**src/rtl/mem_wb_stage.sv**
```systemverilog
// MEM/WB pipeline boundary: writeback select, stall/flush, retire counter, halt/fault shutdown.
// Optional MEM-to-EX bypass outputs are enabled by defining WB_FWD_EN.
module mem_wb_stage #(
  parameter int CNT_W = 16
) (
  input  logic             clk,
  input  logic             rst_n,
  input  logic             m_valid,
  input  logic [15:0]      m_mem_out,
  input  logic [15:0]      m_alu_out,
  input  logic [15:0]      m_pc_inc,
  input  logic [1:0]       m_wb_sel,
  input  logic [2:0]       m_wr_reg,
  input  logic             m_reg_write,
  input  logic             m_halt,
  input  logic             m_err,
  input  logic             stall,
  input  logic             flush,
  output logic             w_valid,
  output logic [15:0]      w_data,
  output logic [2:0]       w_wr_reg,
  output logic             w_reg_write,
  output logic [CNT_W-1:0] retired,
  output logic             dump,
  output logic             halted,
  output logic             err,
  output logic             fwd_valid,
  output logic [2:0]       fwd_reg,
  output logic [15:0]      fwd_data
);

  function automatic logic [15:0] selectWb(input logic [1:0] sel, input logic [15:0] alu,
                                           input logic [15:0] mem, input logic [15:0] link);
    case (sel)
      2'b00:   selectWb = alu;
      2'b01:   selectWb = mem;
      2'b10:   selectWb = link;
      default: selectWb = 16'h0000;
    endcase
  endfunction

  logic wStop;
  logic mFault;
  logic haltPending;

  assign mFault      = m_valid & (m_err | (m_wb_sel == 2'b11));
  // WB holds a HALT or faulting instruction: next edge shuts the stage down
  assign haltPending = w_valid & wStop & !halted;

  // MEM -> WB boundary
  always_ff @(posedge clk or negedge rst_n) begin
    if (!rst_n) begin
      w_valid     <= 1'b0;
      w_data      <= 16'h0000;
      w_wr_reg    <= 3'd0;
      w_reg_write <= 1'b0;
      wStop       <= 1'b0;
      retired     <= '0;
      dump        <= 1'b0;
      halted      <= 1'b0;
      err         <= 1'b0;
    end else begin
      dump <= 1'b0;
      if (!halted) begin
        if (haltPending) begin
          halted      <= 1'b1;
          dump        <= 1'b1;
          w_valid     <= 1'b0;
          w_reg_write <= 1'b0;
          wStop       <= 1'b0;
        end else if (!stall) begin
          if (flush) begin
            w_valid     <= 1'b0;
            w_reg_write <= 1'b0;
            wStop       <= 1'b0;
          end else begin
            w_valid     <= m_valid;
            w_data      <= selectWb(m_wb_sel, m_alu_out, m_mem_out, m_pc_inc);
            w_wr_reg    <= m_wr_reg;
            w_reg_write <= m_valid & m_reg_write & !mFault;
            wStop       <= m_valid & (m_halt | mFault);
            if (mFault)
              err <= 1'b1;
            if (m_valid && !mFault)
              retired <= retired + 1'b1;
          end
        end
      end
    end
  end

`ifdef WB_FWD_EN
  assign fwd_valid = w_reg_write;
  assign fwd_reg   = w_wr_reg;
  assign fwd_data  = w_data;
`else
  assign fwd_valid = 1'b0;
  assign fwd_reg   = 3'd0;
  assign fwd_data  = 16'h0000;
`endif

endmodule

```
**config.mk**
```make
export PLATFORM = sky130hd
export DESIGN_NAME = mem_wb_stage
export DESIGN_NICKNAME = d
export VERILOG_FILES = /design/src/rtl/mem_wb_stage.sv
export SDC_FILE = /design/constraint.sdc
export NUM_CORES = 1
export LEC_CHECK = 0
export ABC_AREA = 1
export CORE_MARGIN = 4
export CORE_UTILIZATION = 40
export CTS_CLUSTER_SIZE = 28
export DETAILED_ROUTE_END_ITERATION = 8
export PLACE_DENSITY = 0.87
export REMOVE_ABC_BUFFERS = 1
export SYNTH_ARGS = -nofsm -noshare
export SYNTH_HDL_FRONTEND = slang
export SYNTH_SLANG_ARGS = --single-unit
```
**constraint.sdc**
```tcl
create_clock -name clk -period 1.7 [get_ports clk]
set_clock_uncertainty 0.15 [all_clocks]
set_input_delay 0.51 -clock clk [delete_from_list [all_inputs] [get_ports clk]]
set_output_delay 0.51 -clock clk [all_outputs]
set_load 0.05 [all_outputs]
```
# Yosys cells after proc, flatten, opt, wreduce, memory -nomap -nowiden
# Cells that the tools add are included.
word_totals:
  latchBits: 0
  elab_cells: 47
  ram_bits: 0
  mem_count: 0
  reg_bits: 41
  output_inout_bits: 60
  rom_bits: 0
classes:
  n_bitwise: 12
  muxes: 13
  n_eq_ne: 4
  magnitude_cmp: 0
  n_reduce_logical: 8
  addsub: 1
  shifts: 0
  multipliers: 0
  div_mod_pow: 0
ops:
  columns: ["cell", "count"]
  rows:
  - ["$pmux 16 s3", 1]
  - ["$add 16x1->16 const B", 1]
  - ["$mux 1", 12]
  - ["$reduce_and 5->1", 2]
  - ["$and 1x1->1", 6]
  - ["$eq 2x2->1 const B", 2]
  - ["$not 1->1", 4]
  - ["$reduce_and 4->1", 1]
  - ["$eq 2x1->1 const B", 1]
  - ["$logic_not 1->1", 2]
  - ["$logic_not 2->1", 1]
  - ["$ne 2x1->1 const B", 1]
  - ["$or 1x1->1", 2]
  - ["$reduce_and 2->1", 1]
  - ["$logic_and 1x1->1", 1]

# Depth between registers and ports, before layout
# Gate-level depths: netlist (run 1).
depth:
  ltp_word: 8
  depth_mapped: 8
  ltp_nobuf: 8

# Least setup slack after synthesis (run 1)
# Ideal clock, no wire load.
synth_path:
  kind: "register to register"
  startpoint: "register retired[0]"
  endpoint: "register retired[14]"
  path_buffers: 0
  stages_incl_launch_ff: 9
  arrival_time_ns: 1.542
  required_time_ns: 1.432
  path_slack_ns: -0.110
  path_cell_list: "dfrtp_1 -> ha_1 -> nand3_1 -> nor2_1 -> nand3_1 -> nand2_1 -> nand2_1 -> nand2_1 -> nand2_1"
synth_via:
  elab_chain_cells: 1
synth_rtl:
  columns: ["item", "line_no", "rtl"]
  rows:
  - ["from (decl)", "23", "output logic [CNT_W-1:0] retired,"]
  - ["from (signal assigned)", "85", "retired <= retired + 1'b1;"]
  - ["$add 16x1->16", "85", null]
# No other way between the ends.
# A chain may end at the register's enable or synchronous reset.

# Worst setup path after layout (run 1)
layout_path:
  startpoint: "register retired[0]"
  endpoint: "output port retired[0]"
# No word-level cell between the ends.

==> impl_metrics.xml, run 1 <==
<?xml version="1.0" encoding="UTF-8"?>
<metrics>
  <group name="floorplan">
    <metric name="die_w" unit="um">84.91</metric>
    <metric name="coreArea" unit="um2">5608</metric>
    <metric name="core_rows" unit="">27</metric>
    <metric name="chipHeight" unit="um">84.91</metric>
    <metric name="top_level_ports" unit="">121</metric>
    <metric name="initial_core_util" unit="%">42.19</metric>
    <metric name="die_area" unit="um2">7210</metric>
  </group>
  <group name="pwr">
    <metric name="register_share_of_total_power" unit="%">28.4</metric>
    <metric name="net-switching-power" unit="mW">2.555</metric>
    <metric name="power.density_cell_area" unit="nW/um2">1433</metric>
    <metric name="swShare" unit="%">43.38</metric>
    <metric name="clockPowerShare" unit="%">13.3</metric>
    <metric name="peak_supply_drop" unit="V">0.0009501</metric>
    <metric name="power_report.internal_total" unit="mW">3.335</metric>
    <metric name="pleak" unit="nW">1.970</metric>
    <metric name="comb_power_share" unit="%">58.3</metric>
  </group>
  <group name="run">
    <metric name="number_of_maximum_capacitance_constraint_violations" unit="">0</metric>
  </group>
  <group name="critical_path">
    <metric name="worstSetupEndpointType" unit="">output pin</metric>
    <metric name="cp_max_fo" unit="">3</metric>
    <metric name="worstSetupPathType" unit="">reg2out</metric>
    <metric name="cp-start-kind" unit="">flop</metric>
    <metric name="worst_ep_arrival_time" unit="ns">1.01</metric>
    <metric name="worst_path_required_time" unit="ns">1.04</metric>
  </group>
  <group name="cts">
    <metric name="worst_skew_pair.late_latency" unit="ns">0.29</metric>
    <metric name="clk_root_buffer_cell" unit="">clkbuf_8</metric>
    <metric name="cts_htree_levels" unit="">2</metric>
    <metric name="cts_buffers" unit="">5</metric>
    <metric name="cts_hold_buffers" unit="">0</metric>
    <metric name="clock_tree.buffer_depth" unit="">2</metric>
    <metric name="cts_sinks" unit="">41</metric>
    <metric name="cts_tree" unit="">done</metric>
    <metric name="clkTransAtPathRegs" unit="ns">0.08</metric>
  </group>
  <group name="detailed_routing">
    <metric name="ant_nets" unit="">0</metric>
    <metric name="routed_via_density" unit="">4.958</metric>
    <metric name="initial_drc_count" unit="">137</metric>
    <metric name="wirelength" unit="mm">7.631</metric>
    <metric name="avgRoutedWirePerCell" unit="um">14.70</metric>
    <metric name="dr_total_vias" unit="">2573</metric>
    <metric name="residual_drc" unit="">0</metric>
    <metric name="detail_route.first_pass.iterations" unit="">4</metric>
  </group>
  <group name="synth">
    <metric name="yosys.cell_count.top_type" unit="">nand2_1</metric>
    <metric name="postSynthAreaPerCell" unit="um2">7.303</metric>
    <metric name="yosys_most_used_dff" unit="">dfrtp_1</metric>
    <metric name="yosys_warnings" unit="">0</metric>
    <metric name="async_flop_share" unit="%">100.0</metric>
    <metric name="synth_top_area_share" unit="%">43.36</metric>
    <metric name="ys_ff_latch" unit="">41</metric>
    <metric name="synth.yosys.seq_area_share" unit="%">43.36</metric>
    <metric name="netlist_area" unit="um2">2366</metric>
    <metric name="post_synth_num_cell_types" unit="">25</metric>
    <metric name="netlist_top_cells_area" unit="">dfrtp_1, nand2_1, buf_4</metric>
    <metric name="cells_after_synthesis" unit="">324</metric>
    <metric name="yosys.area.top_type" unit="">dfrtp_1</metric>
    <metric name="synth_commonest_cells" unit="">nand2_1, dfrtp_1, nand3_1, buf_4, nor2_1</metric>
    <metric name="synth-edff-count" unit="">0</metric>
  </group>
  <group name="grt">
    <metric name="first_pass_grt_wire_length" unit="mm">12.08</metric>
    <metric name="grt_max_degree" unit="">42</metric>
    <metric name="track_usage" unit="%">20.70</metric>
    <metric name="antenna_found_initial" unit="">0</metric>
    <metric name="first_global_vias" unit="">2594</metric>
    <metric name="grt_remaining_overflow" unit="">0</metric>
  </group>
  <group name="timing">
    <metric name="slew_violations" unit="">0</metric>
    <metric name="rsz_0062_raised_after_global_routing" unit="">true</metric>
    <metric name="finalWorstPathRequiredPeriod" unit="ns">1.674</metric>
    <metric name="holdWs" unit="ns">0.02041</metric>
    <metric name="setup_total_negative_slack" unit="ns">0</metric>
    <metric name="report.final.setup_viol" unit="">0</metric>
    <metric name="timing.final.hold_violations" unit="">0</metric>
    <metric name="fmax" unit="MHz">597.4</metric>
    <metric name="timing.final.crit_share" unit="%">98.46</metric>
  </group>
  <group name="cells_and_area">
    <metric name="syn2layout_area_growth" unit="%">73.72</metric>
    <metric name="num-fill-cells" unit="">396</metric>
    <metric name="final_layout_size_suffix_gt1_share" unit="%">21.92</metric>
    <metric name="ant_diodes" unit="">0</metric>
    <metric name="instances_no_fill" unit="">519</metric>
    <metric name="finalNetCount" unit="">508</metric>
    <metric name="stdcell_area" unit="um2">4110</metric>
  </group>
  <group name="placed_design">
    <metric name="hpwl" unit="mm">5.714</metric>
    <metric name="port_buffers" unit="">100</metric>
    <metric name="placed_cells_incl_taps" unit="">505</metric>
    <metric name="postPlaceCellArea" unit="um2">3905</metric>
    <metric name="routabilityCongestion" unit="">0.9114</metric>
  </group>
  <group name="hold_path">
    <metric name="worst_hold_path_type" unit="">in2async</metric>
  </group>
  <group name="run_status">
    <metric name="run_status" unit="">completed</metric>
  </group>
</metrics>
==> cell type report <==
| class | count | area, um2 | area share (%) |
|---|---|---|---|
| clock buffers | 6 | 72.57 | 1.766 |
| clock inverters | 2 | 38.79 | 0.9437 |
| inverters | 19 | 71.32 | 1.735 |
| multi-input cells | 255 | 1169 | 28.43 |
| flip-flops and latches | 41 | 1030 | 25.05 |
| well taps | 72 | 90.09 | 2.192 |
| repair buffers | 124 | 1639 | 39.88 |
==> logic make-up (layout without fill, tap and decap cells) <==
group                      count (synthesis)  after routing  synth area share (%)
AOI/OAI and AO/OA                          9              9                 2.115
xor gates and xnor gates                   8              8                 3.279
adders and majority gates                  1              1                0.5287
buffers and inverters                     47            151                 11.63
DFF                                       41             41                 43.36
other                                      1             20                0.1585
and+or+nand+nor                          217            217                 38.92
==> worst max-delay path, stage by stage, from the launching register on <==
cell	delay (ns)
dfrtp_1	0.41
buf_4	0.17
buf_12	0.14
==> layer usage <==
layer	vias up	routed length [um]	part of all wire [%]	global-route usage, %
met5	-	0	0	0
met4	0	308	4.0	9.065
met3	31	496	6.5	4.272
met2	125	4215	55	39.64
met1	1201	2612	34	21.54
li1	1216	-	-	-
==> worst paths after layout <==
check	startpoint	to	slack, ns	cells after the start
setup / recovery	retired[0]$_DFFE_PN0P_	retired[0]	0.03	2
hold / removal	rst_n	retired[8]$_DFFE_PN0P_	0.02	2
setup reg to reg	retired[0]$_DFFE_PN0P_	retired[14]$_DFFE_PN0P_	0.09	8
hold reg to reg	w_data[13]$_DFFE_PN0P_	w_data[13]$_DFFE_PN0P_	0.40	2
max in group asynchronous	rst_n	retired[3]$_DFFE_PN0P_	1.16	2
min in group clk	w_data[13]$_DFFE_PN0P_	w_data[13]$_DFFE_PN0P_	0.40	2
==> cells in the final DEF (no fill, tap or decap), types with 2 or more instances in the layout <==
cell type / synthesis / routed
nand2_1: 155 / 152
clkdlybuf4s50_1: 0 / 54
buf_12: 0 / 44
dfrtp_1: 41 / 38
nand3_1: 25 / 23
conb_1: 1 / 20
buf_4: 23 / 19
inv_1: 17 / 16
nor2_1: 18 / 15
nand4_1: 6 / 6
o21ai_0: 6 / 6
nand2_2: 2 / 5
nor2_4: 5 / 5
nor2_2: 2 / 5
clkbuf_8: 0 / 5
xnor2_1: 4 / 4
dlymetal6s2s_1: 0 / 4
inv_2: 2 / 3
xor2_1: 3 / 3
dfrtp_2: 0 / 3
nand3_2: 1 / 2
nor3_1: 2 / 2
==> power groups by stage <==
stage                     sequential (mW)  combinational (mW)  clock, mW
after global placement               1.68                3.32          0
after detailed placement             1.69                3.38          0
after global routing                 1.71                3.59      0.836
after floorplan                      2.63               0.507          0
after CTS                            1.67                3.43      0.794
final                                1.67                3.43      0.782
==> stage by stage <==
step           setup slack [ns]  util (%)  power [mW]
4_1_cts                 0.01096     72.18       5.900
2_1_floorplan           -0.6070         -       3.135
3_3_place_gp            -0.3218     69.63       4.993
5_1_grt                -0.04815     73.29       6.134
6_report                0.02616     73.29       5.890
3_5_place_dp            -0.4355     69.63       5.070
==> what timing repair did <==
action                                  in CTS  in global routing
resized for setup                            4                 15
buffers inserted                             3                  3
endpoints found under the setup margin      31                 24
pin swaps                                    2                  6
gates cloned                                 0                  0
endpoints found under the hold margin        0                  0
No activity file was read; power rests on OpenSTA's default activity.
==> run 2: changes to the inputs <==
CORE_UTILIZATION = 41   (was 40)
CTS_BUF_LIST = sky130_fd_sc_hd__clkbuf_4   (was default)
PLACE_DENSITY = 0.88   (was 0.87)
==> impl_metrics.xml, run 2 (synthesis gave the netlist of run 1 again) <==
<?xml version="1.0" encoding="UTF-8"?>
<metrics>
  <group name="hold_path">
    <metric name="holdCritStartpoint" unit="">w_wr_reg[0]$_DFFE_PN0P_</metric>
    <metric name="worst_hold_path_type" unit="">reg2reg</metric>
  </group>
  <group name="detailed_routing">
    <metric name="ant_nets" unit="">0</metric>
    <metric name="wirelength" unit="mm">7.570</metric>
    <metric name="dr_total_vias" unit="">2567</metric>
    <metric name="residual_drc" unit="">0</metric>
    <metric name="routed_via_density" unit="">4.862</metric>
    <metric name="detail_route.first_pass.iterations" unit="">5</metric>
    <metric name="initial_drc_count" unit="">156</metric>
    <metric name="avgRoutedWirePerCell" unit="um">14.34</metric>
  </group>
  <group name="pwr">
    <metric name="peak_supply_drop" unit="V">0.001014</metric>
    <metric name="overall_power" unit="mW">5.763</metric>
    <metric name="pleak" unit="nW">1.958</metric>
    <metric name="power.density_cell_area" unit="nW/um2">1392</metric>
  </group>
  <group name="placed_design">
    <metric name="preCtsSetupSlack" unit="ns">-0.4628</metric>
    <metric name="routabilityCongestion" unit="">0.8787</metric>
    <metric name="port_buffers" unit="">100</metric>
    <metric name="hpwl" unit="mm">5.519</metric>
  </group>
  <group name="grt">
    <metric name="use_met3" unit="%">3.356</metric>
    <metric name="grt_max_degree" unit="">42</metric>
    <metric name="first_pass_grt_wire_length" unit="mm">11.79</metric>
    <metric name="grt_remaining_overflow" unit="">0</metric>
    <metric name="track_usage" unit="%">20.46</metric>
    <metric name="first_global_vias" unit="">2576</metric>
    <metric name="grt_util_met2" unit="%">39.62</metric>
    <metric name="antenna_found_initial" unit="">0</metric>
    <metric name="global_route.peak_usage_layer" unit="">met2</metric>
    <metric name="gr-usage-met1" unit="%">21.22</metric>
  </group>
  <group name="cells_and_area">
    <metric name="mostFrequentLayoutCell" unit="">nand2_1</metric>
    <metric name="finalNetCount" unit="">517</metric>
    <metric name="ant_diodes" unit="">0</metric>
    <metric name="mostFrequentLayoutCells" unit="">nand2_1, clkdlybuf4s50_1, buf_12</metric>
    <metric name="combined_area_of_the_multi_input_logic_cells" unit="um2">1174</metric>
    <metric name="final_layout_size_suffix_gt1_share" unit="%">24.56</metric>
    <metric name="num-fill-cells" unit="">379</metric>
    <metric name="final-seq-area" unit="um2">1035</metric>
    <metric name="syn2layout_area_growth" unit="%">74.99</metric>
  </group>
  <group name="critical_path">
    <metric name="cp_max_fo" unit="">3</metric>
    <metric name="worst_setup_path_startpoint" unit="">retired[0]$_DFFE_PN0P_</metric>
    <metric name="worst_path_required_time" unit="ns">1.77</metric>
    <metric name="cpLargestDelayFamily" unit="">simple AND/OR/NAND/NOR gates</metric>
    <metric name="worst_ep_arrival_time" unit="ns">1.79</metric>
    <metric name="slowest_delay" unit="ns">0.40</metric>
    <metric name="worst_r2r_startpoint" unit="">retired[0]$_DFFE_PN0P_</metric>
    <metric name="timing.critical_path.slowest_stage_cell" unit="">dfrtp_1</metric>
    <metric name="timing.critical_path.buf_inv" unit="">1</metric>
    <metric name="worstSetupPathType" unit="">reg2reg</metric>
    <metric name="cp-start-kind" unit="">flop</metric>
    <metric name="timing.critical_path.cells" unit="">buf_4 -&gt; ha_2 -&gt; nand3_2 -&gt; nor3_2 -&gt; nand2_2 -&gt; o21ai_0 -&gt; nand2_1</metric>
    <metric name="worstSetupEndpointType" unit="">flop</metric>
  </group>
  <group name="cts">
    <metric name="worst_skew_pair.late_latency" unit="ns">0.34</metric>
    <metric name="clkTransAtPathRegs" unit="ns">0.12</metric>
    <metric name="clock_tree.buffer_depth" unit="">2</metric>
    <metric name="cts_htree_levels" unit="">2</metric>
    <metric name="cts_sinks" unit="">41</metric>
    <metric name="clk_root_buffer_cell" unit="">clkbuf_4</metric>
    <metric name="cts_buffers" unit="">5</metric>
    <metric name="cts_tree" unit="">done</metric>
  </group>
  <group name="floorplan">
    <metric name="die_w" unit="um">83.97</metric>
    <metric name="top_level_ports" unit="">121</metric>
    <metric name="coreArea" unit="um2">5540</metric>
    <metric name="initial_core_util" unit="%">42.71</metric>
    <metric name="chipHeight" unit="um">83.97</metric>
    <metric name="die_area" unit="um2">7050</metric>
    <metric name="core_rows" unit="">27</metric>
  </group>
  <group name="timing">
    <metric name="slew_violations" unit="">0</metric>
    <metric name="finalWorstPathRequiredPeriod" unit="ns">1.724</metric>
    <metric name="timing.final.hold_violations" unit="">0</metric>
    <metric name="report.final.setup_viol" unit="">2</metric>
    <metric name="final.setup.worst_slack" unit="ns">-0.02422</metric>
    <metric name="setup_total_negative_slack" unit="ns">-0.02497</metric>
    <metric name="rsz_0062_raised_after_global_routing" unit="">true</metric>
    <metric name="fmax" unit="MHz">580.0</metric>
    <metric name="timing.final.crit_share" unit="%">101.4</metric>
  </group>
  <group name="run_status">
    <metric name="violated_checks" unit="">negative setup slack</metric>
    <metric name="run_status" unit="">finished, violations left</metric>
  </group>
  <group name="run">
    <metric name="number_of_maximum_capacitance_constraint_violations" unit="">0</metric>
  </group>
</metrics>
-- run 2: per-stage QoR --
stage	cell area [um2]	hold WS (ns)	instances	util (%)
after CTS	4038	0.4100	520	72.88
final	4140	0.4038	528	74.73
after detailed placement	3897	0.3493	504	70.35
after floorplan	2233	0.06441	315	-
after global placement	3897	0.3384	504	70.35
after global routing	4140	0.4227	528	74.73
-- run 2: report_power, final --
part	internal [mW]	switching (mW)
sequential	1.30	0.379
combinational	1.72	1.87
clock	0.195	0.301
total	3.22	2.55
-- run 2: per-layer routing --
metal / vias to the layer above / routed length, um
met3: 25 / 395
li1: 1231 / -
met1: 1188 / 2693
met2: 123 / 4246
met5: - / 0
met4: 0 / 234
-- run 2: layout make-up --
cell class / instances / share of cell area, %
well taps: 72 / 2.176
clock buffers: 7 / 1.269
repair buffers: 133 / 41.31
clock inverters: 1 / 0.1813
inverters: 19 / 1.723
flip-flops and latches: 41 / 24.99
multi-input cells: 255 / 28.35
-- run 2: what timing repair did --
item	CTS	global route
hold buffers	1	0
cloned	0	0
pin swaps	1	4
setup buffers	7	8
setup endpoints to repair	6	43
hold endpoints to repair	41	0
gates resized for setup	5	17
-- run 2: final timing paths --
path / end / slack [ns] / cells past startpoint
min in group asynchronous: retired[9]$_DFFE_PN0P_ / 0.50 / 3
max reg2reg: retired[10]$_DFFE_PN0P_ / -0.02 / 7
min reg2reg: w_wr_reg[0]$_DFFE_PN0P_ / 0.40 / 2
min: w_wr_reg[0]$_DFFE_PN0P_ / 0.40 / 2
max in group asynchronous: retired[6]$_DFFE_PN0P_ / 0.68 / 3
max: retired[10]$_DFFE_PN0P_ / -0.02 / 7
-- run 2: tightest hold or removal path, cell delays in order (launching register included) --
cell and delay, ns:
dfrtp_1 0.41, nand2_1 0.07, nand2_1 0.06
